$ cat config.mk
export PLATFORM = sky130hd
export DESIGN_NAME = demux1_16_deser_flat
export DESIGN_NICKNAME = d
export VERILOG_FILES = /design/src/rtl/demux1_16_deser_if.sv /design/src/rtl/demux1_16_deser.sv /design/src/flat_wrapper.sv
export SDC_FILE = /design/constraint.sdc
export NUM_CORES = 1
export LEC_CHECK = 0
export CORE_MARGIN = 2
export CORE_UTILIZATION = 44
export CTS_CLUSTER_SIZE = 24
export DETAILED_ROUTE_END_ITERATION = 6
export PLACE_DENSITY = 0.67
export SLEW_MARGIN = 20
export SYNTH_ARGS = -nofsm -noshare
export SYNTH_HDL_FRONTEND = slang
export SYNTH_SLANG_ARGS = --single-unit
$ cat constraint.sdc
create_clock -name clk -period 4.5 [get_ports clk]
set_input_delay 0.9 -clock clk [delete_from_list [all_inputs] [get_ports clk]]
set_output_delay 0.9 -clock clk [all_outputs]
set_load 0.01 [all_outputs]
$ cat src/rtl/demux1_16_deser_if.sv
// Bus bundle between the 16:1 serialiser path and the 1:16 deserialiser.
// slave  : seen from the deserialiser (takes serial bits, drives the word).
// master : seen from the stimulus/upstream side.
interface demux1_16_deser_if;
    logic        start;
    logic        din;
    logic        din_valid;
    logic [0:15] W;
    logic [3:0]  S16;
    logic        busy;
    logic        done;
    logic        parity_err;

    modport slave (
        input  start, din, din_valid,
        output W, S16, busy, done, parity_err
    );

    modport master (
        output start, din, din_valid,
        input  W, S16, busy, done, parity_err
    );
endinterface

$ cat src/rtl/demux1_16_deser.sv
// 1:16 serial-to-parallel deserialiser. Bit k of the stream lands in W[k].
// W changes only when a whole word has arrived, together with a one-cycle
// done strobe.
// Optional macro DEMUX1_16_PARITY_EN adds a trailing even-parity bit that is
// checked after bit 15 (extra PAR state); without it parity_err is 0.
module demux1_16_deser (
    input  logic             clk,
    input  logic             rst,
    demux1_16_deser_if.slave bus
);

    typedef enum logic [1:0] {
        IDLE = 2'd0,
        LOAD = 2'd1,
`ifdef DEMUX1_16_PARITY_EN
        PAR  = 2'd2,
`endif
        DONE = 2'd3
    } state_e;

    state_e      state_q, state_d;
    logic [3:0]  s16_q, s16_d;
    logic [0:15] word_buf_q, word_buf_d;
    logic [0:15] w_q, w_d;
    logic        busy_q, busy_d;
    logic        done_q, done_d;
    logic        perr_q, perr_d;

    // State and output registers; reset discards any word in progress.
    always_ff @(posedge clk or posedge rst) begin
        if (rst) begin
            state_q    <= IDLE;
            s16_q      <= 4'd0;
            word_buf_q <= 16'h0000;
            w_q        <= 16'h0000;
            busy_q     <= 1'b0;
            done_q     <= 1'b0;
            perr_q     <= 1'b0;
        end else begin
            state_q    <= state_d;
            s16_q      <= s16_d;
            word_buf_q <= word_buf_d;
            w_q        <= w_d;
            busy_q     <= busy_d;
            done_q     <= done_d;
            perr_q     <= perr_d;
        end
    end

    // Next-state logic: start is only honoured in IDLE and DONE.
    always_comb begin
        state_d = state_q;
        case (state_q)
            IDLE: if (bus.start) state_d = LOAD;
            LOAD: begin
                if (bus.din_valid && s16_q == 4'd15) begin
`ifdef DEMUX1_16_PARITY_EN
                    state_d = PAR;
`else
                    state_d = DONE;
`endif
                end
            end
`ifdef DEMUX1_16_PARITY_EN
            PAR:  if (bus.din_valid) state_d = DONE;
`endif
            DONE: state_d = bus.start ? LOAD : IDLE;
            default: state_d = IDLE;
        endcase
    end

    // Datapath and registered-output values for the coming cycle.
    always_comb begin
        s16_d      = s16_q;
        word_buf_d = word_buf_q;
        w_d        = w_q;
        perr_d     = perr_q;
        busy_d     = (state_d == LOAD)
`ifdef DEMUX1_16_PARITY_EN
                     || (state_d == PAR)
`endif
                     ;
        done_d     = (state_d == DONE);
        case (state_q)
            IDLE, DONE: begin
                // Fresh word starts from a clean buffer at index 0.
                s16_d = 4'd0;
                if (bus.start) word_buf_d = 16'h0000;
            end
            LOAD: begin
                if (bus.din_valid) begin
                    word_buf_d[s16_q] = bus.din;
                    // 4-bit add wraps 15 -> 0 exactly on the last bit.
                    s16_d = s16_q + 4'd1;
`ifndef DEMUX1_16_PARITY_EN
                    // Last bit is merged on the same edge it is sampled.
                    if (s16_q == 4'd15) w_d = word_buf_d;
`endif
                end
            end
`ifdef DEMUX1_16_PARITY_EN
            PAR: begin
                if (bus.din_valid) begin
                    w_d    = word_buf_q;
                    perr_d = ^{word_buf_q, bus.din};
                end
            end
`endif
            default: s16_d = 4'd0;
        endcase
    end

    assign bus.W    = w_q;
    assign bus.S16  = s16_q;
    assign bus.busy = busy_q;
    assign bus.done = done_q;
`ifdef DEMUX1_16_PARITY_EN
    assign bus.parity_err = perr_q;
`else
    // Port kept for interface stability; the flop is unused here.
    assign bus.parity_err = 1'b0;
    logic unused_perr;
    assign unused_perr = perr_q;
`endif

endmodule

$ cat src/flat_wrapper.sv
// flat-port wrapper written by rule: the top's interface ports become plain ports
module demux1_16_deser_flat 
  (clk, rst, bus_start, bus_din, bus_din_valid, bus_W, bus_S16, bus_busy, bus_done, bus_parity_err);
  demux1_16_deser_if bus_i ();
  input  logic clk;
  input  logic rst;
  input wire logic [$bits(bus_i.start)-1:0] bus_start;
  input wire logic [$bits(bus_i.din)-1:0] bus_din;
  input wire logic [$bits(bus_i.din_valid)-1:0] bus_din_valid;
  output wire logic [$bits(bus_i.W)-1:0] bus_W;
  output wire logic [$bits(bus_i.S16)-1:0] bus_S16;
  output wire logic [$bits(bus_i.busy)-1:0] bus_busy;
  output wire logic [$bits(bus_i.done)-1:0] bus_done;
  output wire logic [$bits(bus_i.parity_err)-1:0] bus_parity_err;
  assign bus_i.start = bus_start;
  assign bus_i.din = bus_din;
  assign bus_i.din_valid = bus_din_valid;
  assign bus_W = bus_i.W;
  assign bus_S16 = bus_i.S16;
  assign bus_busy = bus_i.busy;
  assign bus_done = bus_i.done;
  assign bus_parity_err = bus_i.parity_err;
  demux1_16_deser u_core (.clk(clk), .rst(rst), .bus(bus_i));
endmodule
==> impl_metrics.tcl, run 1 <==
set metrics [dict create \
    antenna_found_initial 0 \
    synth_compound_area_share_pct 16.7 \
    fp.dieArea_um2 5020 \
    timing.slew.headroom_pct 59.7 \
    yosys.area_share.adder_pct 5.72 \
    first_global_vias 1423 \
    final_cells 278 \
    clkPwrFrac_pct 27.7 \
    rows 24 \
    timing_worst_setup_path_type "in2reg" \
    layout_common_cells "44 x o21ai_0, 39 x dfrtp_1, 29 x nand2_1" \
    drt-initial-drc-count 107 \
    vias 1438 \
    clkTransAtPathRegs_ns 0.08 \
    drv_slew 0 \
    holdBufCountCts 0 \
    numCtsBuffers 5 \
    drt_pre_antenna_iters 4 \
    hpwl_um 2570 \
    start_kind "primary input" \
    nets 239 \
    cts_root_buf "clkbuf_8" \
    p_leak_nw 1.12 \
    clock_sinks 39 \
    die_width_um 70.9 \
    synth-simple-area-share_pct 12.8 \
    cts.repair.resized 0 \
    ys_ff_latch 39 \
    nFillCells 397 \
    portBuffers 26 \
    viasPerCell 5.17 \
    clock_latency_ns 0.30 \
    yosysUniqueCellTypes 28 \
    crit_path_max_fanout 32 \
    drtAntennaViolNets 0 \
    finalHoldViolCount 0 \
    n_antenna_cell 0 \
    h-tree-depth 2 \
    tightest_slew_ns 0.603 \
    drc_errors 0 \
    grt_pass1_wl_um 6810 \
    post-cts-setup-buffer-count 0 \
    layout-drive-gt1-share_pct 6.64 \
    pin_count 28 \
    power_frac_comb_pct 34.0 \
    yosysWarningCount 0 \
    max_stage_delay_ns 0.61 \
    fin_crit_ns 2.40 \
    crit_arrival_ns 2.63 \
    setup-tns-final_ns 0 \
    maxCapViolations 0 \
    clock_skew_ns 0.00898 \
    finalSetupViolCount 0 \
    fp.dieH_um 70.9 \
    powerDensity_nw_per_um2 527 \
    peakVddDrop_mv 0.321 \
    post_drt_wl_per_cell_um 14.0 \
    timing.final.crit_share_pct 53.2 \
    postSynthCellCount 205 \
    clk_path_buf_depth 2 \
    syn_to_final_growth_pct 20.3 \
    p_seq_share_pct 38.2 \
    hp-class "reg2reg" \
    syn-num-nets 219 \
    cp_slowest_cell "clkdlybuf4s50_1" \
    syn_area_per_cell_um2 9.60 \
    intPower_mw 0.822 \
    p_sw_mw 0.427 \
    grt_usage_pct 17.3 \
    initial_core_util_pct 45.5 \
    dp.cells 270 \
    crit_buf_inv 1 \
    placeableCoreArea_um2 4320 \
    crit_path_end_kind "flop" \
    fmax_ghz 0.417 \
    synth_xor_xnor_area_share_pct 1.34 \
    rsz0062_at_grt "no" \
    sw_frac_of_total_pct 34.2 \
    crit_chain "clkdlybuf4s50_1 -> and2_4 -> nand4_4 -> a211oi_2 -> and2b_1" \
    outcome "finished, final reports clean" \
    cts_tree "built" \
    syn_area_um2 1970 \
    grt_max_degree 33 \
    overflow 0 \
    drt-total-wl_um 3900 \
    cpLargestDelayFamily "simple AND/OR/NAND/NOR gates" \
    globalplace.congestion 0.715 \
    ys_seq_area_share_pct 49.6 \
    synth_top_family_by_area "compound AO/OA/AOI/OAI gates" \
    required_ns 4.74 \
    final_common_cell "o21ai_0" \
    synthMuxAreaShare_pct 8.71 \
]
## logic make-up after synthesis
logic type / after synthesis
simple gates: 52
compound gates: 62
other cells: 1
fa+ha+maj: 9
xor+xnor: 3
mux: 17
flops: 39
buf+inv: 22
## area by class of cell
| class | instances | area [um^2] | area share (%) |
|---|---|---|---|
| Sequential cell | 39 | 976 | 41.2 |
| Multi-Input combinational cell | 144 | 893 | 37.7 |
| Timing Repair Buffer | 28 | 275 | 11.6 |
| Clock buffer | 6 | 72.6 | 3.06 |
| Tap cell | 52 | 65.1 | 2.75 |
| Clock inverter | 2 | 60.1 | 2.54 |
| Inverter | 7 | 26.3 | 1.11 |
## tightest hold or removal path, cell delays in order, from the launching register on
cell and delay (ns):
dfrtp_1 0.34, nand2_1 0.04, o21ai_0 0.06
## metal layers
layer  part of all wire, %  global-route usage [%]  up-vias
met4                   1.7                    6.71        0
met3                   4.3                    4.42        6
met2                    47                    27.0       31
met1                    47                    23.3      672
li1                      -                       -      729
met5                     0                       0        -
## state kept, by name (all words and copies together), names as in the netlist
name               count
u_core.bus.busy        1
u_core.bus.S16         4
u_core.bus.done        1
u_core.state_q         2
u_core.bus.W          16
u_core.word_buf_q     15
## power groups by stage
stage	sequential, mW	combinational, mW	clock (mW)
5_1_grt	0.487	0.473	0.375
2_1_floorplan	0.473	0.296	0
3_5_place_dp	0.482	0.426	0
3_3_place_gp	0.482	0.418	0
6_report	0.477	0.425	0.346
4_1_cts	0.477	0.431	0.354
## stage by stage
stage	utilization [%]	cell area [um^2]	total power [mW]	hold slack [ns]	worst slack, ns
floorplan	-	1970	0.769	0.470	2.65
global placement	51.7	2240	0.900	0.465	1.84
detailed placement	51.7	2240	0.908	0.471	1.79
CTS	54.8	2370	1.26	0.488	2.11
global route	54.8	2370	1.33	0.517	1.95
finish	54.8	2370	1.25	0.480	2.10
## final timing paths
path	startpoint	end	slack, ns	cells after the start
setup / recovery	bus_din_valid	u_core.bus.done$_DFF_PP0_	2.10	5
hold / removal	u_core.bus.W[14]$_DFFE_PP0P_	u_core.bus.W[14]$_DFFE_PP0P_	0.48	2
setup reg to reg	u_core.state_q[1]$_DFF_PP0_	u_core.bus.done$_DFF_PP0_	2.46	6
hold reg to reg	u_core.bus.W[14]$_DFFE_PP0P_	u_core.bus.W[14]$_DFFE_PP0P_	0.48	2
max in group asynchronous	rst	u_core.state_q[0]$_DFF_PP0_	2.93	3
min in group asynchronous	rst	u_core.bus.W[11]$_DFFE_PP0P_	0.98	2
## cells in the mapped netlist
| cell type | count | share of area (%) |
|---|---|---|
| ha_1 | 9 | 5.7 |
| nand4_1 | 1 | 0.32 |
| buf_4 | 2 | 0.76 |
| o21ai_1 | 1 | 0.25 |
| nor2b_1 | 6 | 1.9 |
| clkbuf_2 | 2 | 0.51 |
| clkbuf_1 | 6 | 1.1 |
| a21oi_1 | 14 | 3.6 |
| o21ai_0 | 44 | 11 |
| buf_2 | 5 | 1.3 |
| and2b_1 | 1 | 0.38 |
| inv_1 | 7 | 1.3 |
| nand2_1 | 29 | 5.5 |
| mux2_2 | 1 | 0.57 |
| nor3_1 | 1 | 0.25 |
| a211oi_2 | 1 | 0.64 |
| o22ai_2 | 1 | 0.64 |
| o211ai_1 | 1 | 0.38 |
| nand4_4 | 1 | 1.1 |
| nor2_1 | 6 | 1.1 |
| and2_4 | 1 | 0.45 |
| dfrtp_1 | 39 | 50 |
| nand3_1 | 3 | 0.76 |
| xor2_1 | 1 | 0.45 |
| xnor2_1 | 2 | 0.89 |
| conb_1 | 1 | 0.19 |
| mux2i_1 | 16 | 8.1 |
| and2_1 | 3 | 0.95 |
Note: power is estimated with default switching activity, not from simulation.
==> run 2: changes to the inputs <==
Clock period 4.5 ns to 2.4 ns, I/O delays scaled along.
==> run 2 against run 1 <==
Net effect:
- sequential share of layout area is 0.13 points lower
- highest routed layer unchanged
- final cell count is 1.4% higher
- flip-flop and latch count unchanged
- critical path depth fell by 4
- hold slack worse by 0.0018 ns
- power grew 79%
==> impl_metrics.tcl, run 2 (synthesis gave the netlist of run 1 again) <==
set metrics [dict create \
    outcome "finished, final reports clean" \
    crit_chain "clkdlybuf4s50_1" \
    fin_crit_ns 1.98 \
    n_antenna_cell 0 \
    setup_ws_ns 0.418 \
    drc_errors 0 \
    syn_to_final_growth_pct 20.7 \
    layout-drive-gt1-share_pct 7.83 \
    drt_pre_antenna_iters 4 \
    hpwl_um 2590 \
    met1_length_um 1890 \
    drv_slew 0 \
    powerDensity_nw_per_um2 942 \
    antenna_found_initial 0 \
    holdPathStages 2 \
    initial_core_util_pct 45.5 \
    layout_common_cells "44 x o21ai_0, 39 x dfrtp_1, 29 x nand2_1" \
    wl_met3_um 181 \
    h-tree-depth 2 \
    placed_cell_area_um2 2270 \
    cts_root_buf "clkbuf_8" \
    numCtsBuffers 5 \
    drtAntennaViolNets 0 \
    clock_latency_ns 0.30 \
    crit_buf_inv 1 \
    finalHoldViolCount 0 \
    vias 1477 \
    tightest_slew_ns 0.556 \
    r2r_cells 7 \
    clkTransAtPathRegs_ns 0.07 \
    fmax_ghz 0.504 \
    largest_reg_flops 16 \
    maxCapViolations 0 \
    post-cts-setup-buffer-count 0 \
    rrSetupSlack_ns 0.47 \
    drt-total-wl_um 3930 \
    grt_pass1_wl_um 6870 \
    timing.final.crit_share_pct 82.6 \
    start_kind "flop" \
    portBuffers 26 \
    cp_slowest_cell "clkdlybuf4s50_1" \
    finalSetupViolCount 0 \
    grt_max_degree 40 \
    min-delay-start "u_core.bus.W[10]$_DFFE_PP0P_" \
    setup-tns-final_ns 0 \
    fp.dieArea_um2 5020 \
    crit_path_end_kind "output port" \
    max_stage_delay_ns 0.62 \
    crit_path_max_fanout 10 \
    holdBufCountCts 0 \
    hp-class "reg2reg" \
    utilization_pct 54.9 \
    cts.repair.resized 0 \
    cts_tree "built" \
    r2r-end "u_core.word_buf_q[6]$_DFFE_PP0P_" \
    dr_wl_met2_um 1800 \
    cpLargestDelayFamily "buffers and inverters" \
    overflow 0 \
    clock_sinks 39 \
    final_common_cell "o21ai_0" \
    clk_path_buf_depth 2 \
    post_drt_wl_per_cell_um 13.9 \
    die_width_um 70.9 \
    peakVddDrop_mv 0.595 \
    first_global_vias 1457 \
    nets 244 \
    fp.dieH_um 70.9 \
    timing_worst_setup_path_type "reg2out" \
    r2r_start "u_core.state_q[0]$_DFF_PP0_" \
    rows 24 \
    p_leak_nw 1.13 \
    grt_usage_pct 17.3 \
    finalInstanceArea_um2 2380 \
    required_ns 1.92 \
    holdPathEnd "u_core.bus.W[10]$_DFFE_PP0P_" \
    top_layer_used "met4" \
    rsz0062_at_grt "no" \
    timing.slew.headroom_pct 62.8 \
    p_total_mw 2.24 \
    placeableCoreArea_um2 4320 \
    globalplace.congestion 0.776 \
    dp_slack_ns 0.306 \
    pin_count 28 \
    clock_skew_ns 0.0105 \
    crit_arrival_ns 1.50 \
    drt-initial-drc-count 82 \
    viasPerCell 5.24 \
]
run 2: layout make-up:
| type | instances | area [um^2] |
|---|---|---|
| Multi-Input combinational cell | 144 | 893 |
| Tap cell | 52 | 65.1 |
| Fill cell | 414 | 1950 |
| Clock inverter | 1 | 30.0 |
| Clock buffer | 6 | 72.6 |
| Inverter | 7 | 26.3 |
| Sequential cell | 39 | 976 |
| Timing Repair Buffer | 33 | 313 |
run 2: metal layers:
metal	up-vias	global-route usage [%]
met5	-	0
met4	0	5.87
met3	6	4.70
met2	29	26.5
met1	704	23.9
li1	738	-
run 2: worst max-delay path by stage:
| stage | start | end | cells past startpoint |
|---|---|---|---|
| after detailed placement | bus_din_valid | u_core.bus.W[13]$_DFFE_PP0P_ | 6 |
| after global placement | bus_start | u_core.word_buf_q[10]$_DFFE_PP0P_ | 6 |
| after floorplan | u_core.state_q[0]$_DFF_PP0_ | u_core.word_buf_q[11]$_DFFE_PP0P_ | 7 |
| after CTS | u_core.bus.S16[2]$_DFFE_PP0P_ | bus_S16[2] | 1 |
| after global routing | u_core.state_q[0]$_DFF_PP0_ | u_core.word_buf_q[5]$_DFFE_PP0P_ | 7 |
| final | u_core.bus.S16[2]$_DFFE_PP0P_ | bus_S16[2] | 1 |
run 2: where the power goes:
group / internal [mW] / switching, mW
Combinational: 0.364 / 0.450
Clock: 0.305 / 0.223
Sequential: 0.780 / 0.117
Total: 1.45 / 0.790
run 2: per-stage QoR:
stage          cells  hold WS [ns]
3_5_place_dp     275         0.471
6_report         282         0.478
4_1_cts          282         0.486
5_1_grt          282         0.507
3_3_place_gp     275         0.462
2_1_floorplan    205         0.470
